`src/rtl/sram_arbiter_pkg.sv`:
```
// ----------------------------------------------------------------------------
// sram_arbiter_pkg
//   Shared definitions for the instruction/data SRAM-port arbiter:
//   source identifiers stored in the ordering FIFO and the grant FSM states.
// ----------------------------------------------------------------------------
package sram_arbiter_pkg;

    // Source id recorded per accepted request, used to route the response.
    localparam logic SRC_INST = 1'b0;
    localparam logic SRC_DATA = 1'b1;

    // Grant FSM: IDLE has no locked grant; HOLD_x keeps x on the port
    // until the slave accepts it.
    typedef enum logic [1:0] {
        ARB_IDLE   = 2'd0,
        ARB_HOLD_I = 2'd1,
        ARB_HOLD_D = 2'd2
    } arb_state_e;

endpackage

```
`src/rtl/sram_arbiter_order_fifo.sv`:
```
// ----------------------------------------------------------------------------
// arb_order_fifo
//   1-bit-wide synchronous FIFO holding the source id of every accepted
//   request in issue order. Pointers wrap modulo MAX_OUTSTANDING (power of 2).
//   Push while full and pop while empty are ignored.
//
// Ports:
//   clk       clock
//   resetn    asynchronous active-low reset (contents discarded)
//   push      write push_src at the tail
//   push_src  source id to store
//   pop       drop the head entry
//   head_src  source id at the head
//   count     number of stored entries (0..MAX_OUTSTANDING)
//   full      count == MAX_OUTSTANDING
//   empty     count == 0
// ----------------------------------------------------------------------------
module arb_order_fifo #(
    parameter  int unsigned MAX_OUTSTANDING = 4,
    localparam int unsigned PTR_W           = $clog2(MAX_OUTSTANDING)
) (
    input  logic             clk,
    input  logic             resetn,
    input  logic             push,
    input  logic             push_src,
    input  logic             pop,
    output logic             head_src,
    output logic [PTR_W:0]   count,
    output logic             full,
    output logic             empty
);

    localparam logic [PTR_W:0] FULL_COUNT = (PTR_W + 1)'(MAX_OUTSTANDING);

    logic [MAX_OUTSTANDING-1:0] slots;
    logic [PTR_W-1:0]           wr_ptr;
    logic [PTR_W-1:0]           rd_ptr;
    logic                       do_push;
    logic                       do_pop;

    assign full     = (count == FULL_COUNT);
    assign empty    = (count == '0);
    assign do_push  = push && !full;
    assign do_pop   = pop && !empty;
    assign head_src = slots[rd_ptr];

    always_ff @(posedge clk or negedge resetn) begin
        if (!resetn) begin
            slots  <= '0;
            wr_ptr <= '0;
            rd_ptr <= '0;
            count  <= '0;
        end else begin
            if (do_push) begin
                slots[wr_ptr] <= push_src;
                wr_ptr        <= wr_ptr + 1'b1;
            end
            if (do_pop) begin
                rd_ptr <= rd_ptr + 1'b1;
            end
            case ({do_push, do_pop})
                2'b10:   count <= count + 1'b1;
                2'b01:   count <= count - 1'b1;
                default: count <= count;
            endcase
        end
    end

endmodule

```
`src/rtl/sram_arbiter.sv`:
```
// ----------------------------------------------------------------------------
// sram_arbiter
//   2:1 arbiter sharing one SRAM-like memory port between the instruction
//   master (IF) and the data master (EX/MEM). Accepted requests are recorded
//   in issue order; each in-order slave response is routed back to the master
//   that issued it. No added latency on request or response paths.
//
// Configuration:
//   SRAM_ARB_RR_EN  defined   : round-robin between masters (last_grant reg)
//                   undefined : fixed priority, data over inst
//
// Ports:
//   clk, resetn                      clock, asynchronous active-low reset
//   inst_* / data_* (in)             master request: en, wr, size, wen,
//                                    addr, wdata
//   inst_addr_ok / data_addr_ok      request accepted this cycle
//   inst_data_ok / data_data_ok      response for this master this cycle
//   inst_rdata / data_rdata          mem_rdata broadcast to both masters
//   mem_en, mem_wr, mem_size,
//   mem_wen, mem_addr, mem_wdata     request to the slave
//   mem_addr_ok, mem_data_ok,
//   mem_rdata                        slave handshake and read data
// ----------------------------------------------------------------------------
module sram_arbiter
    import sram_arbiter_pkg::*;
#(
    parameter int unsigned MAX_OUTSTANDING = 4
) (
    input  logic        clk,
    input  logic        resetn,

    input  logic        inst_en,
    input  logic        inst_wr,
    input  logic [1:0]  inst_size,
    input  logic [3:0]  inst_wen,
    input  logic [31:0] inst_addr,
    input  logic [31:0] inst_wdata,
    output logic        inst_addr_ok,
    output logic        inst_data_ok,
    output logic [31:0] inst_rdata,

    input  logic        data_en,
    input  logic        data_wr,
    input  logic [1:0]  data_size,
    input  logic [3:0]  data_wen,
    input  logic [31:0] data_addr,
    input  logic [31:0] data_wdata,
    output logic        data_addr_ok,
    output logic        data_data_ok,
    output logic [31:0] data_rdata,

    output logic        mem_en,
    output logic        mem_wr,
    output logic [1:0]  mem_size,
    output logic [3:0]  mem_wen,
    output logic [31:0] mem_addr,
    output logic [31:0] mem_wdata,
    input  logic        mem_addr_ok,
    input  logic        mem_data_ok,
    input  logic [31:0] mem_rdata
);

    localparam int unsigned PTR_W = $clog2(MAX_OUTSTANDING);

    arb_state_e      state;
    arb_state_e      next_state;
    logic            grant_valid;
    logic            grant_src;
    logic            winner;
    logic            accept;
    logic            resp;
    logic            ord_head;
    logic            ord_full;
    logic            ord_empty;
    // Occupancy is only needed inside the FIFO; full/empty drive decisions here.
    logic [PTR_W:0]  unused_ord_count;

    // ---------------- winner selection (IDLE only) ----------------
`ifdef SRAM_ARB_RR_EN
    logic last_grant;

    always_ff @(posedge clk or negedge resetn) begin
        if (!resetn) begin
            last_grant <= SRC_INST;
        end else if (accept) begin
            last_grant <= grant_src;
        end
    end

    always_comb begin
        winner = SRC_INST;
        if (inst_en && data_en) begin
            winner = ~last_grant;
        end else if (data_en) begin
            winner = SRC_DATA;
        end
    end
`else
    always_comb begin
        winner = data_en ? SRC_DATA : SRC_INST;
    end
`endif

    // ---------------- grant FSM ----------------
    always_ff @(posedge clk or negedge resetn) begin
        if (!resetn) begin
            state <= ARB_IDLE;
        end else begin
            state <= next_state;
        end
    end

    always_comb begin
        next_state  = state;
        grant_valid = 1'b0;
        grant_src   = SRC_INST;
        unique case (state)
            ARB_IDLE: begin
                if (!ord_full && (inst_en || data_en)) begin
                    grant_valid = 1'b1;
                    grant_src   = winner;
                    if (!mem_addr_ok) begin
                        next_state = (winner == SRC_DATA) ? ARB_HOLD_D : ARB_HOLD_I;
                    end
                end
            end
            ARB_HOLD_I: begin
                grant_src = SRC_INST;
                // A full FIFO suppresses mem_en but keeps the locked grant.
                if (!ord_full) begin
                    grant_valid = 1'b1;
                    if (mem_addr_ok) begin
                        next_state = ARB_IDLE;
                    end
                end
            end
            ARB_HOLD_D: begin
                grant_src = SRC_DATA;
                if (!ord_full) begin
                    grant_valid = 1'b1;
                    if (mem_addr_ok) begin
                        next_state = ARB_IDLE;
                    end
                end
            end
            default: begin
                next_state = ARB_IDLE;
            end
        endcase
    end

    // mem_en is forced low while reset is held so a master still asserting
    // its request cannot reach the slave during reset.
    assign mem_en = grant_valid && resetn;
    assign accept = mem_en && mem_addr_ok;

    assign inst_addr_ok = accept && (grant_src == SRC_INST);
    assign data_addr_ok = accept && (grant_src == SRC_DATA);

    // ---------------- request mux ----------------
    always_comb begin
        if (grant_src == SRC_DATA) begin
            mem_wr    = data_wr;
            mem_size  = data_size;
            mem_wen   = data_wen;
            mem_addr  = data_addr;
            mem_wdata = data_wdata;
        end else begin
            mem_wr    = inst_wr;
            mem_size  = inst_size;
            mem_wen   = inst_wen;
            mem_addr  = inst_addr;
            mem_wdata = inst_wdata;
        end
    end

    // ---------------- ordering FIFO and response routing ----------------
    arb_order_fifo #(
        .MAX_OUTSTANDING(MAX_OUTSTANDING)
    ) u_order_fifo (
        .clk      (clk),
        .resetn   (resetn),
        .push     (accept),
        .push_src (grant_src),
        .pop      (resp),
        .head_src (ord_head),
        .count    (unused_ord_count),
        .full     (ord_full),
        .empty    (ord_empty)
    );

    // A response with nothing outstanding is stray and dropped.
    assign resp         = mem_data_ok && !ord_empty;
    assign inst_data_ok = resp && (ord_head == SRC_INST);
    assign data_data_ok = resp && (ord_head == SRC_DATA);
    assign inst_rdata   = mem_rdata;
    assign data_rdata   = mem_rdata;

endmodule
```
`config.mk`:
```
export PLATFORM = sky130hd
export DESIGN_NAME = sram_arbiter
export DESIGN_NICKNAME = d
export VERILOG_FILES = /design/src/rtl/sram_arbiter_pkg.sv /design/src/rtl/sram_arbiter_order_fifo.sv /design/src/rtl/sram_arbiter.sv
export SDC_FILE = /design/constraint.sdc
export NUM_CORES = 1
export LEC_CHECK = 0
export ABC_AREA = 1
export BUFFER_PORTS_ARGS = -buffer_cell sky130_fd_sc_hd__buf_2
export CORE_AREA = 10 10 115 117
export DETAILED_ROUTE_END_ITERATION = 12
export DIE_AREA = 0 0 125 127
export PLACE_DENSITY_LB_ADDON = 0.08
export SLEW_MARGIN = 25
export SYNTH_ARGS = -nofsm -noshare
export SYNTH_HDL_FRONTEND = slang
export SYNTH_SLANG_ARGS = --single-unit
```
`constraint.sdc`:
```
create_clock -name clk -period 6.13 [get_ports clk]
set_input_delay 0.613 -clock clk [delete_from_list [all_inputs] [get_ports clk]]
set_output_delay 0.613 -clock clk [all_outputs]
set_load 0.01 [all_outputs]
```
==> metrics.csv <==
metric,value,unit
outcome,completed,
CTS max path bufs,2,
Finished Layout Cells,694,
Power Density,458.3,nW/um2
worst-skew pair later-pin latency,0.24,ns
H-tree depth,1,
proportion of layout cells with a drive suffix above 1,0.4244,
DRT Pass-1 Iters,4,
Sequential Power Share,0.120,
Final Setup Violations,0,
Critical Path AT,2.34,ns
Tcrit/Tclk final,0.4814,
number of clock sinks,13,
Total Wirelength,12.07,mm
site row count,39,
R2R setup slack,3.69,ns
logic gate share of total power,0.792,
switch share,0.5658,
unrepaired setup endpoints after global routing,false,
clock skew,0.003310,ns
GRT Overall Usage,0.1381,
post_cts resized,0,
Synth area leaders,"nand2_1 41%, buf_4 23%, dfrtp_1 15%",
Initial Util,0.1995,
cell count after synthesis,401,
Worst Tran Pin Value,0.8008,ns
distinct cell type count after synthesis,21,
DP HPWL,10.24,mm
vias in the first global route,2793,
Hold Fails Final Rpt,0,
CP Class,flop to primary output,
final slew viol count,0,
Post-DRT Antenna Nets,0,
Core Region,11130,um2
top cell type's share of synthesized area,0.4109,
Die Wd,125,um
FMAX,0.3389,GHz
gr ovfl total,0,
sequential area share after synthesis,0.1466,
# Post-CTS Setup Buffers,0,
cell taking the most area after synthesis,nand2_1,
Tmin final,2.951,ns
"Top FF cell, synth",dfrtp_1,
clock network power share,0.089,
most frequent cell after synthesis,nand2_1,
Worst-path clk slew,0.05,ns
FILL cells,1297,
Async SR Flop Fraction,1.000,
I/O Pins,320,
Yosys reg bits,13,
Slew HR,0.4661,
first-pass GRT wire length,17.73,mm
"Net count, final",739,
Synth Area in Simple Gates,0.4724,
cell area after synthesis,2220,um2
placed cells,688,
setup tns final,0,ns
P_int,0.6030,mW
Synth Area in XOR/XNOR,0.01578,
vias,2833,
Pwr Total,1.389,mW
Hold Crit Class,primary input to async pin,
routability cong.,0.7838,
Clock Tree Root,clkbuf_16,
syn avg cell area,5.535,um2
Post-synth EDFFs,0,
Net Switching,0.7858,mW
adder-cell share of the synthesized area,0.05411,
Critical Path Fanout Max,76,
wire per inst,17.40,um
largest family of logic cells by synthesized area,simple AND/OR/NAND/NOR gates,
post-DR vias/cell,4.082,
max_cap viols,0,
Critical Path Sink Type,primary output,
initial antenna violation count,3,
CTS tree,yes,
Worst setup SP type,flop,
maximum VDD drop,0.2694,mV
commonest cells in the netlist,"243 x nand2_1, 69 x buf_4, 16 x inv_1",
compound-gate portion of the synthesized area,0.02198,
synthesis-to-layout area growth,36.53,%
largest net degree at the start of global routing,77,
Ys Warns,0,
PortBufs,223,
drt drc,0,
Synthesized Nets,590,
CTS buffer count,3,
mux contribution to synthesized area,0,
1st-iter DRT viols,135,
Worst EP required,5.52,ns
height of the die,127,um
Die ar.,15880,um2
Leakage Power,2.023,nW
# hold bufs at CTS,0,
-- routing by layer --
layer	part of all wire	wire (um)	GRT usage
met4	0.0080	97	0.02100
met3	0.11	1311	0.05707
met2	0.50	6004	0.2410
met5	0.0028	34	0.006192
met1	0.38	4625	0.1572
-- worst max-delay path, stage by stage (launching register included) --
cell and delay (ns):
dfrtp_1 0.39, inv_1 0.09, ha_1 0.21, nand2_1 0.08, inv_1 0.05, nand2_1 0.06, nand2_2 0.08, buf_4 0.60
nand2_1 0.20, nand2_1 0.13, buf_2 0.14
-- sequential cells by signal, summed over array words and instances (netlist names) --
register,count
u_order_fifo.count,3
state,2
u_order_fifo.wr_ptr,2
u_order_fifo.rd_ptr,2
u_order_fifo.slots,4
-- cell usage in the layout (no fill, tap or decap), types with 2 or more instances in the layout --
cell,n
a21oi_1,3
buf_2,223
clkbuf_16,3
dfrtp_1,13
diode_2,2
ha_1,8
inv_1,16
nand2_1,243
nand2_2,2
nand3_1,3
nand4_1,8
nor2_1,11
o21ai_0,5
xor2_1,3
-- path summary, 6_finish.rpt --
path,from,end,cells past startpoint
min in group clk,u_order_fifo.slots[1]$_DFFE_PN0P_,u_order_fifo.slots[1]$_DFFE_PN0P_,2
max reg2reg,state[0]$_DFFE_PN0P_,u_order_fifo.count[2]$_DFFE_PN0P_,11
min,resetn,u_order_fifo.rd_ptr[0]$_DFFE_PN0P_,1
min reg2reg,u_order_fifo.slots[1]$_DFFE_PN0P_,u_order_fifo.slots[1]$_DFFE_PN0P_,2
max,state[0]$_DFFE_PN0P_,mem_addr[6],10
max in group asynchronous,resetn,u_order_fifo.rd_ptr[1]$_DFFE_PN0P_,1
-- through the flow --
| stage | utilization | cell area, um2 | worst slack, ns | hold slack, ns |
|---|---|---|---|---|
| 6_report | 0.2724 | 3030 | 3.179 | 0.2701 |
| 5_1_grt | 0.2719 | 3025 | 2.928 | 0.3015 |
| 4_1_cts | 0.2719 | 3025 | 3.163 | 0.2851 |
| 3_5_place_dp | 0.2648 | 2947 | 3.388 | 0.4820 |
| 3_3_place_gp | 0.2646 | 2944 | 3.189 | 0.4807 |
| 2_1_floorplan | - | 2220 | 4.002 | 0.3174 |
-- cell type report --
cell class                 instances  area, um2  area share
clock buffer                       4      78.83     0.02601
antenna                            2      5.005    0.001652
multi-input combinational        291       1252      0.4133
inverter                          17      66.31     0.02188
timing repair buffer             224       1124      0.3708
tap                              143      178.9     0.05904
sequential                        13      325.3      0.1073
-- power by group through the flow --
| stage | clock network, mW | logic, mW | registers (mW) |
|---|---|---|---|
| 4_1_cts | 0.125 | 1.14 | 0.167 |
| 2_1_floorplan | 0 | 0.740 | 0.159 |
| 3_5_place_dp | 0 | 1.13 | 0.168 |
| 3_3_place_gp | 0 | 1.14 | 0.168 |
| 5_1_grt | 0.131 | 1.25 | 0.173 |
| 6_report | 0.123 | 1.10 | 0.166 |
-- logic make-up (layout without fill, tap and decap cells) --
family	Yosys count	after routing
adder cells (fa/ha/maj)	9	9
AO/OA/AOI/OAI	9	9
AND/OR/NAND/NOR	269	269
XOR/XNOR	4	4
flip-flops	13	13
buffers and inverters	97	245
other	0	2
No activity file was read; power rests on OpenSTA's default activity.
